===== config.mk =====
export PLATFORM = sky130hd
export DESIGN_NAME = alu_cmd_sequencer
export DESIGN_NICKNAME = d
export VERILOG_FILES = /design/src/rtl/alu_cmd_sequencer.sv
export SDC_FILE = /design/constraint.sdc
export NUM_CORES = 1
export LEC_CHECK = 0
export CAP_MARGIN = 10
export CORE_UTILIZATION = 46
export DETAILED_ROUTE_END_ITERATION = 10
export GPL_ROUTABILITY_DRIVEN = 0
export PLACE_DENSITY = 0.76
export SYNTH_ARGS = -nofsm -noshare
export SYNTH_HDL_FRONTEND = slang
export SYNTH_SLANG_ARGS = --single-unit
export TNS_END_PERCENT = 10

===== constraint.sdc =====
create_clock -name clk -period 1.55 [get_ports clk]
set_input_delay 0.2325 -clock clk [delete_from_list [all_inputs] [get_ports clk]]
set_output_delay 0.2325 -clock clk [all_outputs]
set_load 0.01 [all_outputs]

===== src/rtl/alu_cmd_sequencer.sv =====
// alu_cmd_sequencer
// Command front end for an external 8-bit combinational ALU.
//
// Flow of one command:
//   - A command is accepted over a valid/ready handshake while the sequencer is idle.
//   - Operands come from a small register file, or from an immediate for B.
//   - The operands and opcode are held on the ALU inputs for one execute cycle.
//   - The ALU result is written back to the register file.
//   - The result is returned, together with zero/negative flags, until the consumer takes it.

module alu_cmd_sequencer #(
    parameter int DW   = 8,
    parameter int NREG = 4,
    parameter int AW   = 2
) (
    input  logic          clk,
    input  logic          rst,
    input  logic          cmd_valid,
    output logic          cmd_ready,
    input  logic [2:0]    cmd_op,
    input  logic [AW-1:0] cmd_srca,
    input  logic [AW-1:0] cmd_srcb,
    input  logic          cmd_use_imm,
    input  logic [DW-1:0] cmd_imm,
    input  logic [AW-1:0] cmd_dst,
    output logic [DW-1:0] alu_a,
    output logic [DW-1:0] alu_b,
    output logic [2:0]    alu_opcode,
    input  logic [DW-1:0] alu_out,
    output logic          rsp_valid,
    input  logic          rsp_ready,
    output logic [DW-1:0] rsp_data,
    output logic [AW-1:0] rsp_dst,
    output logic          rsp_zero,
    output logic          rsp_neg
);

    typedef enum logic [1:0] {
        IDLE = 2'd0,
        EXEC = 2'd1,
        RESP = 2'd2
    } state_t;

    // Result flag helpers.
    function automatic logic flag_zero(input logic [DW-1:0] d);
        return (d == {DW{1'b0}});
    endfunction

    function automatic logic flag_neg(input logic [DW-1:0] d);
        return d[DW-1];
    endfunction

    state_t        state_r;
    state_t        state_nxt_s;
    logic          accept_s;
    logic          cmd_ready_s;
    logic          rsp_valid_s;
    logic [DW-1:0] rd_a_s;
    logic [DW-1:0] rd_b_s;

    logic [DW-1:0] rf_r [NREG];
    logic [DW-1:0] opa_r;
    logic [DW-1:0] opb_r;
    logic [2:0]    op_r;
    logic [AW-1:0] dst_r;
    logic [DW-1:0] rsp_data_r;
    logic [AW-1:0] rsp_dst_r;
    logic          rsp_zero_r;
    logic          rsp_neg_r;

    // Handshake status decoded from the state only, so it never depends on the inputs.
    always_comb begin
        cmd_ready_s = 1'b0;
        rsp_valid_s = 1'b0;
        case (state_r)
            IDLE:    cmd_ready_s = 1'b1;
            RESP:    rsp_valid_s = 1'b1;
            default: begin
                cmd_ready_s = 1'b0;
                rsp_valid_s = 1'b0;
            end
        endcase
    end

    assign cmd_ready = cmd_ready_s;
    assign rsp_valid = rsp_valid_s;
    assign accept_s  = cmd_valid & cmd_ready_s;

    // Operand fetch for the command being offered.
    // B selects between the immediate and the register file.
    always_comb begin
        rd_a_s = rf_r[cmd_srca];
        if (cmd_use_imm) begin
            rd_b_s = cmd_imm;
        end else begin
            rd_b_s = rf_r[cmd_srcb];
        end
    end

    // State register.
    always_ff @(posedge clk) begin
        if (rst) begin
            state_r <= IDLE;
        end else begin
            state_r <= state_nxt_s;
        end
    end

    // Next-state logic.
    // Execute always lasts exactly one cycle.
    always_comb begin
        state_nxt_s = state_r;
        case (state_r)
            IDLE: begin
                if (cmd_valid) begin
                    state_nxt_s = EXEC;
                end else begin
                    state_nxt_s = IDLE;
                end
            end
            EXEC:    state_nxt_s = RESP;
            RESP: begin
                if (rsp_ready) begin
                    state_nxt_s = IDLE;
                end else begin
                    state_nxt_s = RESP;
                end
            end
            default: state_nxt_s = IDLE;
        endcase
    end

    // Operand/opcode capture on accept.
    // These registers feed the ALU directly and hold between commands.
    always_ff @(posedge clk) begin
        if (rst) begin
            opa_r <= {DW{1'b0}};
            opb_r <= {DW{1'b0}};
            op_r  <= 3'b000;
            dst_r <= {AW{1'b0}};
        end else if (accept_s) begin
            opa_r <= rd_a_s;
            opb_r <= rd_b_s;
            op_r  <= cmd_op;
            dst_r <= cmd_dst;
        end
    end

    assign alu_a      = opa_r;
    assign alu_b      = opb_r;
    assign alu_opcode = op_r;

    // Register file writeback at the end of execute.
    // Operands were already captured at accept, so the next command reads the new value.
    always_ff @(posedge clk) begin
        if (rst) begin
            for (int i = 0; i < NREG; i++) begin
                rf_r[i] <= {DW{1'b0}};
            end
        end else if (state_r == EXEC) begin
            rf_r[dst_r] <= alu_out;
        end
    end

    // Response capture at the end of execute.
    // The response is held unchanged while it waits for the consumer.
    always_ff @(posedge clk) begin
        if (rst) begin
            rsp_data_r <= {DW{1'b0}};
            rsp_dst_r  <= {AW{1'b0}};
            rsp_zero_r <= 1'b0;
            rsp_neg_r  <= 1'b0;
        end else if (state_r == EXEC) begin
            rsp_data_r <= alu_out;
            rsp_dst_r  <= dst_r;
            rsp_zero_r <= flag_zero(alu_out);
            rsp_neg_r  <= flag_neg(alu_out);
        end
    end

    assign rsp_data = rsp_data_r;
    assign rsp_dst  = rsp_dst_r;
    assign rsp_zero = rsp_zero_r;
    assign rsp_neg  = rsp_neg_r;

endmodule


* Word level (Yosys, flattened, before mapping) *
Memory sizes are Yosys's and may differ from the RTL's. A register that Yosys moved wholly into a read port is not among the register bits.
Index checks and enable logic that the tools add are counted.

word-level totals
  register bits after elaboration = 27
  RAM bits = 32
  output and inout port bits = 33
  logic and storage cells = 29
  memories = 1

memories
  memory  words  width  rd ports  clocked after Yosys merged registers in  wr ports  line  source
  rf_r    4      8      2         1                                        4         61    logic [DW-1:0] rf_r [NREG];

operators by class
  equality and inequality tests = 2
  muxes and demuxes = 14
  bitwise gates (word level) = 1
  reduce and logical (&&, ||, !) cells = 3

operator list
  kind                                                             count
  8-bit two-way mux                                                2
  1-bit two-way mux                                                9
  8-bit logical NOT                                                1
  8-bit OR reduction                                               1
  2-bit case mux with 3 select lines                               1
  2-bit two-way mux                                                2
  2-bit by 1-bit == test with 1-bit output, second input constant  1
  2-bit == test, second input constant                             1
  2-bit logical NOT                                                1
  1-bit bitwise AND                                                1

* Longest topological paths before layout *
  depth after elaboration = 6
  depth in mapped cells = 5
  mapped depth without buffers = 3

* Worst setup path after synthesis *
No wires, ideal clock.

  kind = flip-flop to flip-flop
  start point = reg state_r[1]
  end point = mem rf_r[1][0] (enable)
  arrival time = 1,176 ps
  data required time = 1,241 ps
  slack = 64 ps
  cell stages (with the launch flop) = 5
  period minus slack after synthesis = 1,486 ps
  cell sequence = dfxtp_1 -> nand2b_1 -> buf_2 -> nor4b_4 -> or2_2

RTL lines
  what                      line  source
  start: declaration        53    state_t state_r;
  start signal: assignment  105   state_r <= state_nxt_s;
  end: declaration          61

* Final worst setup path *
  start point = reg rsp_data_r[7], in the netlist rsp_data[7]
  end point = out rsp_data[7]

RTL lines
  what                      line  source
  start: declaration        66    logic [DW-1:0] rsp_data_r;
  start signal: assignment  169   rsp_data_r <= {DW{1'b0}};
  start signal: assignment  174   rsp_data_r <= alu_out;
  end: declaration          32    output logic [DW-1:0] rsp_data,

No word-level cell between the ends.

==> metrics <==
outcome=completed; WHS=451 ps; Clock Sinks=66; H-tree levels=3; Setup WS pre-CTS=-274 ps; syn avg cell area=approximately 12 µm²; Buf/Inv on CP=1; number of antenna cells inserted=0; Clock Tree Root=clkbuf_8; Worst-Skew Late Latency=about 330 ps; Die Wd=just over 80 µm; chip height=82.4 µm; overall power=just over 4 mW; routed len/inst=around 15 µm; peak supply drop=between 0.0007 and 0.0008 V; Synth Area in Simple Gates=about 19%; DRT iter0 DRCs=between 80 and 90; vias in the first global route=roughly 2,000; RSZ-0062 raised after global routing=false; non-filler instance count after layout=between 400 and 500; Post-CTS Hold Buffers=0; XOR/XNOR Fraction of Synth Area=0%; distinct cell type count after synthesis=27; Fin Setup TNS=0 ps; register bit total from synthesis=66; skew final=about 9.5 ps; total CTS buffers=9; max_cap viols=0; WS Path Type=register to output pin; sequential area share after synthesis=between 50% and 60%; Pleak=approximately 1.4 nW; minimum clock period after layout=1480 ps; hold crit path type=input pin to register; Power Density=1040 nW/µm²; ys async rst share=0%; ys flop type=dfxtp_1; fillers=~470; Synth Area in Adders=0%; ratio of final minimum period to clock period=95.7%; NetSw=0.940 mW; Cells after Synth=~260; Critical Path Max Stage Delay=between 500 and 600 ps; Post-DP HPWL=4.44 mm; vias=between 2,000 and 2,500; drt first pass iters=5; design area=between 3000 and 4000 µm²; Cell Int Power=between 3 and 4 mW; Worst Tran Pin Value=about 580 ps; hold_sp=cmd_op[2]; critical path required time=roughly 1300 ps; Initial Util=between 40% and 50%; Final Hold Viols=0; clock share of power=between 30% and 40%; I/O pin total=between 60 and 70; synth-to-layout area growth=33.1%; Setup violations, final=0; Critical Path Start=rsp_data[7]$_SDFFE_PP0N_; worst-path cell chain=clkdlybuf4s50_1; cell count after placement=a little under 400; mux cell area share after synthesis=roughly 12%; Final Worst Setup Slack=66.9 ps; Slowest-stage cell, CP=clkdlybuf4s50_1; syn nets=~290; layout cell share with drive strength beyond 1=19.2%; antenna violations before repair=0; DRT Wirelength=around 6.0 mm; largest net degree at the start of global routing=35; Cell Area, Synth=between 2000 and 3000 µm²; Core ar.=about 6100 µm²; Critical Path End Type=output pin; Clock Pin Slew Worst Setup and Hold Paths=~80 ps; Reg power frac=about half; Comb power frac=13.5%; row count=28; Post-synth EDFFs=32; Via density=5.27; GRT Total Usage=roughly a fifth; Routed Antenna Nets=0; fmax=between 600 and 700 MHz; DP Area=between 3000 and 4000 µm²; port bufs=between 60 and 70; Final Net Count=roughly 360; Synth Area in Compound Gates=a little under a tenth; CP Launch Type=register; Max Root-Sink Buffers=2; Overflow after GRT=0; Slew Limit Fails=0; Residual DRC=0; crit path DAT=about 1300 ps; yosys warns=0; RR Startpoint=state_r[1]$_SDFF_PP0_; worst-path fanout max=3; Net Sw Frac=between 20% and 30%; Relative slew margins=about three fifths; final core occ=between 60 and 70%; Top delay family on crit path=buffers and inverters; CTS tree=yes; die area=approximately 6800 µm²; global-route wire length before repair=between 9 and 10 mm; dominant combinational cell family by area after synthesis=simple AND/OR/NAND/NOR gates
[per-layer routing]
metal | global-route usage, % | vias up | part of all wire (%)
met5 | 0 | - | 0
met4 | 8.42 | 0 | 0.57
met3 | 4.73 | 2 | 4.7
met2 | 32.1 | 61 | 48
met1 | 24.9 | 1017 | 47
li1 | - | 1069 | -
[sequential cells by signal (all words and copies together), names as in the netlist]
register,flops
alu_a,8
alu_b,8
alu_opcode,3
dst_r,2
rf_r,32
rsp_data,8
rsp_dst,2
rsp_zero,1
state_r,2
[worst register-to-register path, stage by stage (launching register included)]
cell	delay [ps]
dfxtp_1	350
nand2b_2	280
nor4b_4	260
or2_4	230
[kinds of logic after synthesis]
group                  Yosys count
AND/OR/NAND/NOR                107
AO/OA/AOI/OAI                   42
multiplexers                    24
flip-flops                      66
buffers and inverters           19
[path summary, 6_finish.rpt]
check                          endpoint  slack, ps  cells after the start
max                         rsp_data[7]         70                      1
min          alu_opcode[2]$_SDFFE_PP0P_        450                      3
max reg2reg    rf_r[1][2]$_SDFFCE_PN0P_        130                      3
min reg2reg  alu_opcode[0]$_SDFFE_PP0P_        450                      2
[layout make-up]
class                      count  area, µm²  area share, %
multi-input combinational    173       1230           31.0
clock buffer                  11        141           3.57
timing repair buffer          78        776           19.6
tap                           75       93.8           2.37
clock inverter                 5       77.6           1.96
sequential                    66       1640           41.5
[placed cells by master (no fill, tap or decap), types with 3 or more instances in the layout]
| master | instances |
|---|---|
| clkdlybuf4s50_1 | 60 |
| nand2_1 | 47 |
| dfxtp_1 | 34 |
| and2_1 | 32 |
| edfxtp_1 | 32 |
| a21oi_1 | 25 |
| mux2_2 | 14 |
| buf_4 | 13 |
| nor2_1 | 12 |
| clkbuf_8 | 10 |
| a222oi_1 | 8 |
| a211oi_1 | 8 |
| mux4_2 | 8 |
| nor2b_1 | 3 |
| buf_12 | 3 |
[repair_timing]
item	4_1_cts	5_1_grt
buffers inserted	0	0
resized for setup	3	2
endpoints found under the setup margin	3	16
[synth_stat cells, types with 6 or more instances]
cell type | number | area share [%]
edfxtp_1 | 32 | 32
a222oi_1 | 8 | 2.7
nand2_1 | 47 | 5.9
and2_1 | 32 | 6.7
mux2_2 | 14 | 5.3
mux4_2 | 8 | 6.1
buf_2 | 8 | 1.3
a211oi_1 | 8 | 2.0
nor2_1 | 12 | 1.5
clkbuf_1 | 6 | 0.76
dfxtp_1 | 34 | 23
a21oi_1 | 25 | 4.2
[power groups by stage]
stage | combinational (mW) | sequential, mW | clock [mW]
2_1_floorplan | 0.277 | 2.03 | 0
3_3_place_gp | 0.551 | 2.02 | 0
3_5_place_dp | 0.560 | 2.02 | 0
4_1_cts | 0.561 | 1.98 | 1.61
5_1_grt | 0.609 | 2.00 | 1.70
6_report | 0.557 | 1.98 | 1.58
Power figures use the tool's default switching activity.
